===== config.mk =====
export PLATFORM = sky130hd
export DESIGN_NAME = sc_conv_scheduler_flat
export DESIGN_NICKNAME = d
export VERILOG_FILES = /design/src/rtl/sc_conv_scheduler_if.sv /design/src/rtl/sc_conv_scheduler.sv /design/src/flat_wrapper.sv
export SDC_FILE = /design/constraint.sdc
export NUM_CORES = 1
export LEC_CHECK = 0
export ABC_AREA = 1
export BUFFER_PORTS_ARGS = -buffer_cell sky130_fd_sc_hd__buf_4
export CELL_PAD_IN_SITES_DETAIL_PLACEMENT = 0
export CELL_PAD_IN_SITES_GLOBAL_PLACEMENT = 2
export CORE_MARGIN = 2
export CORE_UTILIZATION = 36
export DETAILED_ROUTE_END_ITERATION = 10
export GPL_TIMING_DRIVEN = 0
export PLACE_DENSITY = 0.86
export SETUP_SLACK_MARGIN = 0.3
export SYNTH_ARGS = -nofsm -noshare
export SYNTH_HDL_FRONTEND = slang
export SYNTH_SLANG_ARGS = --single-unit
export TNS_END_PERCENT = 50

===== constraint.sdc =====
create_clock -name clk -period 8.1 [get_ports clk]
set_input_delay 0 -clock clk [delete_from_list [all_inputs] [get_ports clk]]
set_output_delay 0 -clock clk [all_outputs]
set_load 0.01 [all_outputs]

===== src/rtl/sc_conv_scheduler_if.sv =====
`timescale 1ns/1ps
`default_nettype none
// ============================================================================
// Module      : sc_conv_scheduler_if
// Description : Bundle of request, stochastic-stream and result handshake
//               signals shared between the stochastic compute lanes and the
//               conversion scheduler.
//   req       : per-channel conversion request (level)
//   sc_bit    : per-channel serial stochastic bit
//   maxnum    : full-scale value, captured at grant
//   grant     : one-hot grant, high while a channel's window is sampled
//   busy      : scheduler not idle
//   res_valid : result valid
//   res_ready : consumer accepts result
//   res_data  : scaled binary result
//   res_ch    : channel index of res_data
//   modports  : master = lanes/consumer side, slave = scheduler side
// Revision    : 1.0 - initial release
// ============================================================================
interface sc_conv_scheduler_if #(
    parameter int N_CH = 4,
    parameter int MAXW = 9
);
    localparam int c_chw = (N_CH > 1) ? $clog2(N_CH) : 1;

    logic [N_CH-1:0]  req;
    logic [N_CH-1:0]  sc_bit;
    logic [MAXW-1:0]  maxnum;
    logic [N_CH-1:0]  grant;
    logic             busy;
    logic             res_valid;
    logic             res_ready;
    logic [MAXW-1:0]  res_data;
    logic [c_chw-1:0] res_ch;

    modport master (
        output req, sc_bit, maxnum, res_ready,
        input  grant, busy, res_valid, res_data, res_ch
    );

    modport slave (
        input  req, sc_bit, maxnum, res_ready,
        output grant, busy, res_valid, res_data, res_ch
    );
endinterface
`default_nettype wire


===== src/rtl/sc_conv_scheduler.sv =====
`timescale 1ns/1ps
`default_nettype none
// ============================================================================
// Module      : sc_conv_scheduler
// Description : Round-robin scheduler sharing one stochastic-to-binary
//               converter among N_CH bitstream sources. The granted channel's
//               ones are counted over 2**LEN serial bits, the count is scaled
//               by the captured full-scale value, and the result is offered
//               with its channel index on a valid/ready port.
// Ports       : clk   - rising-edge clock
//               rst_n - synchronous active-low reset
//               bus   - sc_conv_scheduler_if.slave (request, stream and
//                       result handshake signals)
// Revision    : 1.0 - initial release
// ============================================================================
module sc_conv_scheduler #(
    parameter int N_CH = 4,
    parameter int LEN  = 4,
    parameter int MAXW = 9
) (
    input  logic                  clk,
    input  logic                  rst_n,
    sc_conv_scheduler_if.slave    bus
);
    localparam int c_chw   = (N_CH > 1) ? $clog2(N_CH) : 1;
    localparam int c_prodw = LEN + 1 + MAXW;
    localparam logic [LEN-1:0]   c_cnt_last = '1;
    localparam logic [LEN-1:0]   c_cnt_one  = {{(LEN-1){1'b0}}, 1'b1};
    localparam logic [N_CH-1:0]  c_oh0      = {{(N_CH-1){1'b0}}, 1'b1};
    localparam logic [c_chw-1:0] c_ch_last  = c_chw'(N_CH - 1);
    localparam logic [c_chw-1:0] c_ch_one   = {{(c_chw-1){1'b0}}, 1'b1};

    typedef enum logic [1:0] {
        S_IDLE  = 2'd0,
        S_COUNT = 2'd1,
        S_SCALE = 2'd2,
        S_OUT   = 2'd3
    } state_t;

    state_t              r_state, w_state;
    logic [N_CH-1:0]     r_grant, w_grant;
    logic                r_busy,  w_busy;
    logic                r_valid, w_valid;
    logic [MAXW-1:0]     r_data,  w_data;
    logic [c_chw-1:0]    r_ch,    w_ch;
    logic [c_chw-1:0]    r_ptr,   w_ptr;
    logic [c_chw-1:0]    r_win,   w_win;
    logic [MAXW-1:0]     r_max,   w_max;
    logic [LEN:0]        r_ones,  w_ones;
    logic [LEN-1:0]      r_cnt,   w_cnt;

    logic                w_found;
    logic [c_chw-1:0]    w_pick;
    int                  w_idx;
    logic [c_prodw-1:0]  w_prod;

    // Zero-extended operands keep the full product; ones <= 2**LEN guarantees
    // the shifted result never exceeds max_q, so truncating to MAXW is lossless.
    assign w_prod = {{MAXW{1'b0}}, r_ones} * {{(LEN+1){1'b0}}, r_max};

    always_comb begin
        w_state = r_state;
        w_grant = r_grant;
        w_valid = r_valid;
        w_data  = r_data;
        w_ch    = r_ch;
        w_ptr   = r_ptr;
        w_win   = r_win;
        w_max   = r_max;
        w_ones  = r_ones;
        w_cnt   = r_cnt;
        w_found = 1'b0;
        w_pick  = r_ptr;
        w_idx   = 0;

        // Round-robin search beginning at the pointer, wrapping at N_CH.
        for (int i = 0; i < N_CH; i++) begin
            w_idx = int'(r_ptr) + i;
            if (w_idx >= N_CH) begin
                w_idx = w_idx - N_CH;
            end
            if (!w_found && bus.req[c_chw'(w_idx)]) begin
                w_found = 1'b1;
                w_pick  = c_chw'(w_idx);
            end
        end

        case (r_state)
            S_IDLE: begin
                if (w_found) begin
                    w_state = S_COUNT;
                    w_grant = c_oh0 << w_pick;
                    w_win   = w_pick;
                    w_max   = bus.maxnum;
                    w_ones  = '0;
                    w_cnt   = '0;
                end
            end
            S_COUNT: begin
                w_ones = r_ones + {{LEN{1'b0}}, bus.sc_bit[r_win]};
                w_cnt  = r_cnt + c_cnt_one;
                if (r_cnt == c_cnt_last) begin
                    // Drop grant on the last sampled bit so it is low in SCALE.
                    w_state = S_SCALE;
                    w_grant = '0;
                end
            end
            S_SCALE: begin
                w_data  = MAXW'(w_prod >> LEN);
                w_ch    = r_win;
                w_valid = 1'b1;
                w_grant = '0;
                w_ptr   = (r_win == c_ch_last) ? '0 : (r_win + c_ch_one);
                w_state = S_OUT;
            end
            S_OUT: begin
                if (r_valid && bus.res_ready) begin
                    w_valid = 1'b0;
                    w_state = S_IDLE;
                end
            end
            default: begin
                w_state = S_IDLE;
                w_grant = '0;
                w_valid = 1'b0;
            end
        endcase

        w_busy = (w_state != S_IDLE);
    end

    always_ff @(posedge clk) begin
        if (!rst_n) begin
            r_state <= S_IDLE;
            r_grant <= '0;
            r_busy  <= 1'b0;
            r_valid <= 1'b0;
            r_data  <= '0;
            r_ch    <= '0;
            r_ptr   <= '0;
            r_win   <= '0;
            r_max   <= '0;
            r_ones  <= '0;
            r_cnt   <= '0;
        end else begin
            r_state <= w_state;
            r_grant <= w_grant;
            r_busy  <= w_busy;
            r_valid <= w_valid;
            r_data  <= w_data;
            r_ch    <= w_ch;
            r_ptr   <= w_ptr;
            r_win   <= w_win;
            r_max   <= w_max;
            r_ones  <= w_ones;
            r_cnt   <= w_cnt;
        end
    end

    assign bus.grant     = r_grant;
    assign bus.busy      = r_busy;
    assign bus.res_valid = r_valid;
    assign bus.res_data  = r_data;
    assign bus.res_ch    = r_ch;

endmodule
`default_nettype wire


===== src/flat_wrapper.sv =====
// flat-port wrapper written by rule: the top's interface ports become plain ports
module sc_conv_scheduler_flat 
#(
    parameter int N_CH = 4,
    parameter int LEN  = 4,
    parameter int MAXW = 9
)
  (clk, rst_n, bus_req, bus_sc_bit, bus_maxnum, bus_res_ready, bus_grant, bus_busy, bus_res_valid, bus_res_data, bus_res_ch);
  sc_conv_scheduler_if #(.N_CH(N_CH), .MAXW(MAXW)) bus_i ();
  input  logic clk;
  input  logic rst_n;
  input wire logic [$bits(bus_i.req)-1:0] bus_req;
  input wire logic [$bits(bus_i.sc_bit)-1:0] bus_sc_bit;
  input wire logic [$bits(bus_i.maxnum)-1:0] bus_maxnum;
  input wire logic [$bits(bus_i.res_ready)-1:0] bus_res_ready;
  output wire logic [$bits(bus_i.grant)-1:0] bus_grant;
  output wire logic [$bits(bus_i.busy)-1:0] bus_busy;
  output wire logic [$bits(bus_i.res_valid)-1:0] bus_res_valid;
  output wire logic [$bits(bus_i.res_data)-1:0] bus_res_data;
  output wire logic [$bits(bus_i.res_ch)-1:0] bus_res_ch;
  assign bus_i.req = bus_req;
  assign bus_i.sc_bit = bus_sc_bit;
  assign bus_i.maxnum = bus_maxnum;
  assign bus_i.res_ready = bus_res_ready;
  assign bus_grant = bus_i.grant;
  assign bus_busy = bus_i.busy;
  assign bus_res_valid = bus_i.res_valid;
  assign bus_res_data = bus_i.res_data;
  assign bus_res_ch = bus_i.res_ch;
  sc_conv_scheduler #(.N_CH(N_CH), .LEN(LEN), .MAXW(MAXW)) u_core (.clk(clk), .rst_n(rst_n), .bus(bus_i));
endmodule

# Yosys cells after proc, flatten, opt, wreduce, memory -nomap -nowiden

Index checks and enable logic that the tools add are counted.

Bits in registers: 41
Input port bits: 20
Output and inout bits: 17

Add/subtract/negate cells: 10
$mul: 1
$lt $le $gt $ge: 9
Equal/unequal tests: 8
Shift operators: 1
Mux-type cells: 40
Reduce and logical (&&, ||, !) cells: 16

Operator list:

| cell                                                     | number |
|---|---|
| 2-to-1 mux 2 bit                                         | 12 |
| < comparator 2 x 4 -> 1 bit, second input constant       | 4 |
| 2-to-1 mux 1 bit                                         | 14 |
| multiplier 5 x 9 -> 13 bit                               | 1 |
| 2-to-1 mux 4 bit                                         | 3 |
| case mux 4 bit (3 select lines)                          | 1 |
| binary-select mux 1 bit (select 2 bit)                   | 5 |
| case mux 5 bit (2 select lines)                          | 1 |
| greater-or-equal comparator 3 bit, second input constant | 3 |
| case mux 2 bit (4 select lines)                          | 1 |
| case mux 4 bit (2 select lines)                          | 1 |
| subtractor 2 x 1 -> 2 bit, second input constant         | 4 |
| adder 2 x 2 -> 3 bit, second input constant              | 2 |
| == test 2 bit, second input constant                     | 3 |
| inequality test 2 x 1 -> 1 bit, second input constant    | 3 |
| AND reduction 2 bit                                      | 3 |
| nonzero test 2 bit                                       | 3 |
| adder 5 x 1 -> 5 bit                                     | 1 |
| 2-to-1 mux 5 bit                                         | 1 |
| adder 4 x 1 -> 4 bit, second input constant              | 1 |
| == test 4 bit, second input constant                     | 1 |
| logical AND 1 bit                                        | 4 |
| left shift 1 x 2 -> 4 bit, first input constant          | 1 |
| adder 2 x 1 -> 3 bit, second input constant              | 1 |
| 9 further kinds                                          | 11 |

# Longest topological paths before layout

Gate-level depths: netlist (run 1).

Word-level depth: 18
Gate-level depth with buffers: 19

# Worst setup path before layout (run 1)

Ideal clock, no wire load.

Path kind: register -> register
Start: register u_core.r_ones[2]
End: register u_core.r_data[6], in the netlist u_core.bus.res_data[6]
Arrival: 3.497 ns
Required time: 7.991 ns
Setup slack: 4.494 ns
Cell stages (with the launch flop): 20
Period minus slack after synthesis: 3.606 ns
Path through: dfxtp_1 > clkbuf_1 > nand2_1 > inv_1 > fa_1 > fa_1 > inv_1 > fa_1 > inv_1 > ha_1 > a21oi_1 > nor2_1 > a211oi_1 > nand2_1 > nand2_1 > nand2_1 > nand2_1 > nand3_1 > nand2_1 > inv_1

Longest elaborated chain between the ends: 1

RTL lines:

| item                       | line                     | text |
|---|---|---|
| start: declaration         | sc_conv_scheduler.sv:49  | `logic [LEN:0] r_ones, w_ones;` |
| start signal: assignment   | sc_conv_scheduler.sv:155 | `r_ones <= w_ones;` |
| multiplier 5 x 9 -> 13 bit | sc_conv_scheduler.sv:59  | `assign w_prod = {{MAXW{1'b0}}, r_ones} * {{(LEN+1){1'b0}}, r_max};` |
| end signal: assignment     | sc_conv_scheduler.sv:150 | `r_data <= w_data;` |
| end: declaration           | sc_conv_scheduler.sv:44  | `logic [MAXW-1:0] r_data, w_data;` |

Every way passes these cells.
A chain may end at the register's enable or synchronous reset.

# Worst setup path after layout (run 1)

Start: register u_core.r_ones[3]
End: register u_core.r_data[6], in the netlist u_core.bus.res_data[6]

Same word-level chain as after synthesis.

==> out/results.env, run 1 <==
SETUP_REPAIR_AFTER_GLOBAL_ROUTING_MISSED_ITS_MARGIN='false'
PORT_BUFFERS=36
TRACK_USAGE_PCT=17.4
WORST_SETUP_PATH_END_KIND='register'
FRACTION_OF_LAYOUT_INSTANCES_USING_A_DRIVE_STRENGTH_ABOVE_1_PCT=13.5
FIRST_PASS_ITERS=4
SYNTH_WARNINGS=0
TIMING_HOLD_VIOLATIONS_FINAL=0
INITIAL_CORE_UTIL_PCT=36.6
MULTI_INPUT_AREA_MM2=0.00227
GRT_PASS1_VIAS=3033
ANTENNADIODECOUNT=0
SYNTH_CELLS=525
SETUP_VIOL=0
PERIOD_SHARE_PCT=50.8
CRITICAL_PATH_CLASS='reg -> reg'
CRIT-REG2REG-CAPTURE='u_core.bus.res_data[6]$_SDFFE_PN0P_'
SUMMED_NEGATIVE_SETUP_SLACK_OVER_ALL_ENDPOINTS_PS=0
FINAL_CELL_MIX='sky130_fd_sc_hd__nand2_1 (149), sky130_fd_sc_hd__inv_1 (89), sky130_fd_sc_hd__nor2_1 (42)'
GRT_ANTENNA_BEFORE_REPAIR=0
POSTROUTEWIRELENGTH_UM=8680
LAYOUT.AREA.SEQ_UM2=821
DETAIL_ROUTE.WL_PER_CELL_UM=12.2
GRT_PASS1_WL_UM=14500
PLACE.GP.CONGESTION=0.822
WORST_REG2REG_STARTPOINT='u_core.r_ones[3]$_SDFFE_PN0P_'
HTREE_NUM_LEVELS=2
HOLD_CLASS='in -> reg'
Y_DIMENSION_OF_THE_DIE_UM=103
DESIGN.DIE.AREA_MM2=0.0107
CP_MAX_FO=10
GRT_START_MAX_NET_PINS=13
REG2REG_SLACK_PS=3990
CLOCK_TREE.ROOT_CELL='sky130_fd_sc_hd__clkbuf_8'
LAYOUT.NETS=644
POWER_PER_CELL_AREA_mW_PER_MM2=110
CRITICAL_PATH_CELL_COUNT=19
CTS_TREE='yes'
HOLDPATHEND='u_core.bus.res_ch[0]$_SDFFE_PN0P_'
DRT_FIRST_ITER_VIOLATIONS=102
SYNTHESIS.AREA_MM2=0.00355
VIA_COUNT=3234
X_DIMENSION_OF_THE_DIE_UM=103
VIAS_PER_CELL=4.55
CTS_POST_SETUP_BUFFERS_INSERTED=0
FILLER_CELL_COUNT=1046
FIN_TOTAL_PWR_mW=0.460
CPPEAKSTAGEDELAY_PS=560
SYNTHESIS.NETS=592
SYN2LAYOUT_AREA_GROWTH_PCT=17.8
REG2REG_DEPTH=19
CORE_REGION_AREA_MM2=0.00968
VDD_DROP_MAX_uV=61.7
INSERTION_DELAY_PS=290
IO-PIN-COUNT=37
CLOCK-SKEW-FINAL_PS=4.58
CLOCK_SINK_COUNT=41
FMAX_GHz=0.243
GR-TOTAL-OVERFLOW=0
CLKTRANSATPATHREGS_PS=80
OUTCOME='complete, no violations'
CRIT_FAMILY='adder cells'
WORST-PATH-BUF-INV=5
DP_HPWL_UM=6850
CPMOSTUSEDCELL='sky130_fd_sc_hd__nand2_1'
WORST_EP_ARRIVAL_TIME_PS=4310
AVGSYNTHCELLAREA_UM2=6.76
YOSYS_REGISTER_BITS=41
MIN_PATH_CELLS=3
MAXSLEWHEADROOM_PCT=63.0
CLOCK_TREE.BUFFER_DEPTH=2
ANTENNA_VIOLATING_NETS_POST_ROUTE=0
HOLD_PATH_STARTPOINT='rst_n'
WORST_SLEW_PIN_TRAN_PS=554
DRC=0
YOSYSSEQAREASHARE_PCT=23.1
SLEW_VIOL_FINAL=0
MIN_CYCLE_TIME_LAYOUT_PS=4110
STARTPOINT_TYPE='register'
CRIT_REQUIRED_PS=8290
FINAL_COMMON_CELL='sky130_fd_sc_hd__nand2_1'
SLOWEST_STAGE_CELL_ON_THE_CRITICAL_PATH='sky130_fd_sc_hd__fa_1'
YOSYSUNIQUECELLTYPES=39
FP_ROWS=36
CELL_BREAKDOWN_OF_THE_CRITICAL_PATH='clkbuf_1 > nand2_1 > inv_1 > fa_1 > fa_1 > inv_1 > fa_1 > inv_1 > ha_1 > a21oi_1 > nor2_1 > a211oi_1 > nand2_1 > nand2_1 > nand2_1 > nand2_1 > nand3_1 > nand2_1 > inv_1'
CTS_MADE_BUFFERS=5
LEAKAGE_nW=2.25
MAX-CAP-VIOLATIONS=0
[routing by layer]
metal	track usage, %	routed length, µm
met2	27.4	3730
met4	3.64	75
met1	25.5	4560
met3	2.42	312
met5	0	0
[how the worst max path moves through the flow]
stage	startpoint	endpoint
global placement	u_core.r_ones[3]$_SDFFE_PN0P_	u_core.bus.res_data[6]$_SDFFE_PN0P_
floorplan	u_core.r_ones[2]$_SDFFE_PN0P_	u_core.bus.res_data[6]$_SDFFE_PN0P_
detailed placement	u_core.r_ones[3]$_SDFFE_PN0P_	u_core.bus.res_data[6]$_SDFFE_PN0P_
global route	u_core.r_ones[2]$_SDFFE_PN0P_	u_core.bus.res_data[6]$_SDFFE_PN0P_
CTS	u_core.r_ones[3]$_SDFFE_PN0P_	u_core.bus.res_data[6]$_SDFFE_PN0P_
finish	u_core.r_ones[3]$_SDFFE_PN0P_	u_core.bus.res_data[6]$_SDFFE_PN0P_
[layout make-up]
type                            count  area share (%)
Inverter                           95            8.68
Clock buffer                        5            1.65
Multi-Input combinational cell    373            54.4
Tap cell                          133            3.98
Clock inverter                      2           0.838
Buffer                             16            2.22
Sequential cell                    41            19.6
Timing Repair Buffer               45            8.62
[repair_timing]
action | in CTS | in global routing
resized for setup | 0 | 0
hold endpoints to repair | 9 | 0
endpoints found under the setup margin | 0 | 0
hold buffers | 9 | 0
[worst register-to-register path, delay by kind of cell (launching register included)]
kind | cells | cell delay, ps
and+or+nand+nor | 8 | 700
DFF | 1 | 380
adders and majority gates | 4 | 1900
AOI/OAI and AO/OA | 2 | 400
buffers and inverters | 5 | 650
[stage by stage]
stage / instance area [µm²] / utilization (%) / cells / hold slack [ps] / setup slack, ps
2_1_floorplan: 3550 / - / 525 / 136 / 4490
3_3_place_gp: 3990 / 41.1 / 694 / 258 / 4000
3_5_place_dp: 3990 / 41.1 / 694 / 254 / 3980
4_1_cts: 4180 / 43.2 / 710 / 5.02 / 3950
5_1_grt: 4180 / 43.2 / 710 / 14.9 / 3590
6_report: 4180 / 43.2 / 710 / 9.65 / 3990
[where the power goes]
| group | internal (mW) | leakage (nW) | switching (mW) |
|---|---|---|---|
| registers | 0.210 | 0.335 | 0.0134 |
| logic | 0.0313 | 1.86 | 0.0442 |
| clock network | 0.0896 | 0.0540 | 0.0712 |
[cell usage after synthesis]
cell / count / area [µm²]
sky130_fd_sc_hd__o21ai_2: 1 / 8.76
sky130_fd_sc_hd__o211a_1: 1 / 10.0
sky130_fd_sc_hd__o21ai_1: 2 / 10.0
sky130_fd_sc_hd__nand3_1: 30 / 150
sky130_fd_sc_hd__dfxtp_1: 41 / 821
sky130_fd_sc_hd__inv_2: 3 / 11.3
sky130_fd_sc_hd__buf_8: 1 / 15.0
sky130_fd_sc_hd__clkinv_1: 1 / 3.75
sky130_fd_sc_hd__nand3_4: 1 / 17.5
sky130_fd_sc_hd__o211ai_1: 2 / 15.0
sky130_fd_sc_hd__nor3_1: 5 / 25.0
sky130_fd_sc_hd__a21oi_2: 2 / 17.5
sky130_fd_sc_hd__nand2_4: 1 / 11.3
sky130_fd_sc_hd__nor2_8: 1 / 20.0
sky130_fd_sc_hd__a21oi_1: 27 / 135
sky130_fd_sc_hd__nand2_1: 149 / 559
sky130_fd_sc_hd__clkinv_2: 1 / 5.00
sky130_fd_sc_hd__clkbuf_1: 9 / 33.8
sky130_fd_sc_hd__o21ai_0: 22 / 110
sky130_fd_sc_hd__nand4_2: 1 / 12.5
sky130_fd_sc_hd__fa_1: 19 / 380
sky130_fd_sc_hd__xor2_1: 7 / 61.3
sky130_fd_sc_hd__inv_1: 89 / 334
sky130_fd_sc_hd__nand2_2: 9 / 56.3
sky130_fd_sc_hd__o21a_1: 1 / 7.51
sky130_fd_sc_hd__nand4_1: 3 / 18.8
sky130_fd_sc_hd__xnor2_1: 3 / 26.3
sky130_fd_sc_hd__ha_1: 28 / 350
sky130_fd_sc_hd__o21bai_1: 3 / 22.5
sky130_fd_sc_hd__buf_4: 1 / 7.51
sky130_fd_sc_hd__inv_6: 1 / 8.76
sky130_fd_sc_hd__nor2_1: 42 / 158
sky130_fd_sc_hd__buf_2: 2 / 10.0
sky130_fd_sc_hd__o31ai_1: 2 / 15.0
sky130_fd_sc_hd__buf_1: 1 / 3.75
sky130_fd_sc_hd__a211oi_1: 2 / 15.0
sky130_fd_sc_hd__a32oi_1: 1 / 8.76
sky130_fd_sc_hd__buf_6: 2 / 22.5
sky130_fd_sc_hd__nor2_2: 8 / 50.1
[flip-flops by register name, indices dropped and copies added, names as in the netlist]
signal	cells
u_core.bus.res_data	9
u_core.r_max	9
u_core.bus.res_valid	1
u_core.bus.res_ch	2
u_core.bus.busy	1
u_core.bus.grant	4
u_core.r_ones	5
u_core.r_cnt	4
u_core.r_state	2
u_core.r_ptr	2
u_core.r_win	2
[logic make-up (layout without fill, tap and decap cells)]
group | after synthesis | in the layout | share of synthesized area (%)
AND/OR/NAND/NOR | 250 | 250 | 30.4
AO/OA/AOI/OAI | 66 | 66 | 10.6
buffers and inverters | 111 | 163 | 12.8
flip-flops | 41 | 41 | 23.1
adder cells (fa/ha/maj) | 47 | 47 | 20.6
XOR/XNOR | 10 | 10 | 2.47
Power figures use the tool's default switching activity.
==> run 2: changes to the inputs <==
--- a/config.mk
+++ b/config.mk
@@ -10,10 +10,10 @@
 export CELL_PAD_IN_SITES_DETAIL_PLACEMENT = 0
 export CELL_PAD_IN_SITES_GLOBAL_PLACEMENT = 2
 export CORE_MARGIN = 2
-export CORE_UTILIZATION = 36
+export CORE_UTILIZATION = 33
 export DETAILED_ROUTE_END_ITERATION = 10
 export GPL_TIMING_DRIVEN = 0
-export PLACE_DENSITY = 0.86
+export PLACE_DENSITY = 0.8
 export SETUP_SLACK_MARGIN = 0.3
 export SYNTH_ARGS = -nofsm -noshare
 export SYNTH_HDL_FRONTEND = slang
==> constraint.sdc (replaced) <==
create_clock -name clk -period 4.1 [get_ports clk]
set_input_delay 0 -clock clk [delete_from_list [all_inputs] [get_ports clk]]
set_output_delay 0 -clock clk [all_outputs]
set_load 0.01 [all_outputs]
==> run 2 against run 1 <==
  * Combinational power grew 110%
  * Sequential share of layout area down 0.93 points
  * Clock skew increased by 7.2 ps
  * Routed wire length up 4.1%
  * Clock-buffer cell count stayed put
  * Sequential power grew 97%
  * Core utilization down 0.46 points
  * Critical endpoint is now u_core.bus.res_data[4]$_SDFFE_PN0P_
  * Highest routed layer unchanged
==> out/results.env, run 2 (synthesized netlist as in run 1, its figures left out) <==
REG2REG_SLACK_PS=510
FRACTION_OF_LAYOUT_INSTANCES_USING_A_DRIVE_STRENGTH_ABOVE_1_PCT=18.4
FIRST_PASS_ITERS=6
MAX-CAP-VIOLATIONS=0
MAXSLEWHEADROOM_PCT=58.4
MIN_PATH_CELLS=3
PERIOD_SHARE_PCT=87.5
CLOCK-SKEW-FINAL_PS=11.7
POSTROUTEWIRELENGTH_UM=9030
SYN2LAYOUT_AREA_GROWTH_PCT=24.8
ANTENNA_VIOLATING_NETS_POST_ROUTE=0
LAYOUT.NETS=653
REG2REG_DEPTH=17
VIA_COUNT=3332
POWER_PER_CELL_AREA_mW_PER_MM2=225
CLOCK_TREE.BUFFER_DEPTH=2
INITIAL_CORE_UTIL_PCT=34.2
HOLDPATHEND='u_core.bus.res_ch[0]$_SDFFE_PN0P_'
GRT_PASS1_WL_UM=16000
DETAIL_ROUTE.WL_PER_CELL_UM=12.5
CRIT_REQUIRED_PS=4300
LEAKAGE_nW=2.32
GRT_ANTENNA_BEFORE_REPAIR=0
WORST_REG2REG_STARTPOINT='u_core.r_ones[2]$_SDFFE_PN0P_'
Y_DIMENSION_OF_THE_DIE_UM=108
CORE_REGION_AREA_MM2=0.0104
ANTENNADIODECOUNT=0
FIN_WS_PS=513
CLOCK_SINK_COUNT=41
CLKTRANSATPATHREGS_PS=80
SLEW_VIOL_FINAL=0
STARTPOINT_TYPE='register'
OUTCOME='complete, no violations'
MIN_CYCLE_TIME_LAYOUT_PS=3590
CLOCK_TREE.ROOT_CELL='sky130_fd_sc_hd__clkbuf_8'
IO-PIN-COUNT=37
WORST_EP_ARRIVAL_TIME_PS=3780
X_DIMENSION_OF_THE_DIE_UM=108
HOLD_PATH_STARTPOINT='rst_n'
DP_CELLS=697
DETAILEDPLACE.WORSTSLACK_PS=-128
CP_MAX_FO=10
WORST_SETUP_PATH_END_KIND='register'
SETUP_VIOL=0
CRIT-REG2REG-CAPTURE='u_core.bus.res_data[4]$_SDFFE_PN0P_'
GRT_START_MAX_NET_PINS=14
CTS_MADE_BUFFERS=5
VIAS_PER_CELL=4.61
INSERTION_DELAY_PS=300
FINAL_COMMON_CELL='sky130_fd_sc_hd__nand2_1'
FP_ROWS=37
HTREE_NUM_LEVELS=2
TRACK_USAGE_PCT=17.2
CRITICAL_PATH_CLASS='reg -> reg'
VDD_DROP_MAX_uV=98.1
DRT_FIRST_ITER_VIOLATIONS=125
TIMING_HOLD_VIOLATIONS_FINAL=0
GR-TOTAL-OVERFLOW=0
WORST_SLEW_PIN_TRAN_PS=624
DRC=0
LAYOUT.CELLS.NON_FILLER=723
GRT_PASS1_VIAS=3348
FMAX_GHz=0.279
PORT_BUFFERS=36
CTS_TREE='yes'
DP_HPWL_UM=7050
DESIGN.DIE.AREA_MM2=0.0116
PLACE.GP.CONGESTION=0.745
FINAL_CELL_MIX='sky130_fd_sc_hd__nand2_1 (147), sky130_fd_sc_hd__inv_1 (89), sky130_fd_sc_hd__buf_4 (45)'
HOLD_CLASS='in -> reg'
SETUP_REPAIR_AFTER_GLOBAL_ROUTING_MISSED_ITS_MARGIN='true'
==> run 2: layout make-up <==
cell class	instances	area (µm²)
plain buffers	16	123
clock buffers	5	68.8
clock inverters	3	65.1
fillers	1108	5940
inverters	95	363
multi-input cells	373	2380
flip-flops and latches	41	828
well taps	136	170
repair buffers	54	430
==> run 2: routing by layer <==
metal	vias to the layer above	part of all wire (%)	GRT usage, %
li1	1743	-	-
met1	1553	46	21.8
met2	29	51	31.2
met3	7	1.6	2.00
met4	0	0.85	3.85
met5	-	0	0
==> run 2: power breakdown <==
| group | internal (mW) | switching [mW] | total, mW |
|---|---|---|---|
| clock | 0.242 | 0.154 | 0.396 |
| sequential | 0.416 | 0.0253 | 0.441 |
| combinational | 0.0658 | 0.0909 | 0.157 |
==> run 2: timing repair <==
| item | CTS | global route |
|---|---|---|
| setup buffers | 1 | 7 |
| hold endpoints to repair | 10 | 0 |
| hold buffers | 10 | 0 |
| endpoints found under the setup margin | 5 | 4 |
| gates resized for setup | 12 | 23 |
| pin swaps | 2 | 19 |
==> run 2: critical path, stage by stage, from the launching register on <==
cell and delay (ps):
sky130_fd_sc_hd__dfxtp_4 350, sky130_fd_sc_hd__buf_8 140, sky130_fd_sc_hd__nand2_1 50, sky130_fd_sc_hd__inv_1 50, sky130_fd_sc_hd__fa_1 520, sky130_fd_sc_hd__fa_1 520, sky130_fd_sc_hd__inv_1 50, sky130_fd_sc_hd__fa_1 530
sky130_fd_sc_hd__inv_1 60, sky130_fd_sc_hd__ha_4 240, sky130_fd_sc_hd__a21oi_4 130, sky130_fd_sc_hd__nor2_1 60, sky130_fd_sc_hd__a211oi_2 180, sky130_fd_sc_hd__nand2_1 130, sky130_fd_sc_hd__buf_4 160, sky130_fd_sc_hd__xor2_1 140
sky130_fd_sc_hd__o21ai_1 120, sky130_fd_sc_hd__inv_1 50
==> run 2: metrics by stage <==
stage / hold slack (ps) / setup TNS [ps] / util, % / instance area [µm²] / power [mW]
global placement: 254 / -157 / 38.5 / 3990 / 0.595
detailed placement: 266 / -212 / 38.5 / 3990 / 0.596
global route: 33.0 / 0 / 42.7 / 4430 / 1.05
finish: 21.9 / 0 / 42.7 / 4430 / 0.994
floorplan: 136 / 0 / - / 3550 / 0.539
CTS: 15.7 / 0 / 41.2 / 4270 / 1.00
==> run 2: worst max path at each step <==
| stage | to | depth (start not counted) | slack, ps | from |
|---|---|---|---|---|
| global placement | u_core.bus.res_data[6]$_SDFFE_PN0P_ | 19 | -110 | u_core.r_ones[2]$_SDFFE_PN0P_ |
| finish | u_core.bus.res_data[4]$_SDFFE_PN0P_ | 17 | 510 | u_core.r_ones[2]$_SDFFE_PN0P_ |
| CTS | u_core.bus.res_data[7]$_SDFFE_PN0P_ | 18 | 350 | u_core.r_ones[4]$_SDFFE_PN0P_ |
| floorplan | u_core.bus.res_data[6]$_SDFFE_PN0P_ | 19 | 490 | u_core.r_ones[2]$_SDFFE_PN0P_ |
| detailed placement | u_core.bus.res_data[6]$_SDFFE_PN0P_ | 19 | -130 | u_core.r_ones[2]$_SDFFE_PN0P_ |
| global route | u_core.bus.res_data[7]$_SDFFE_PN0P_ | 16 | 290 | u_core.r_ones[4]$_SDFFE_PN0P_ |
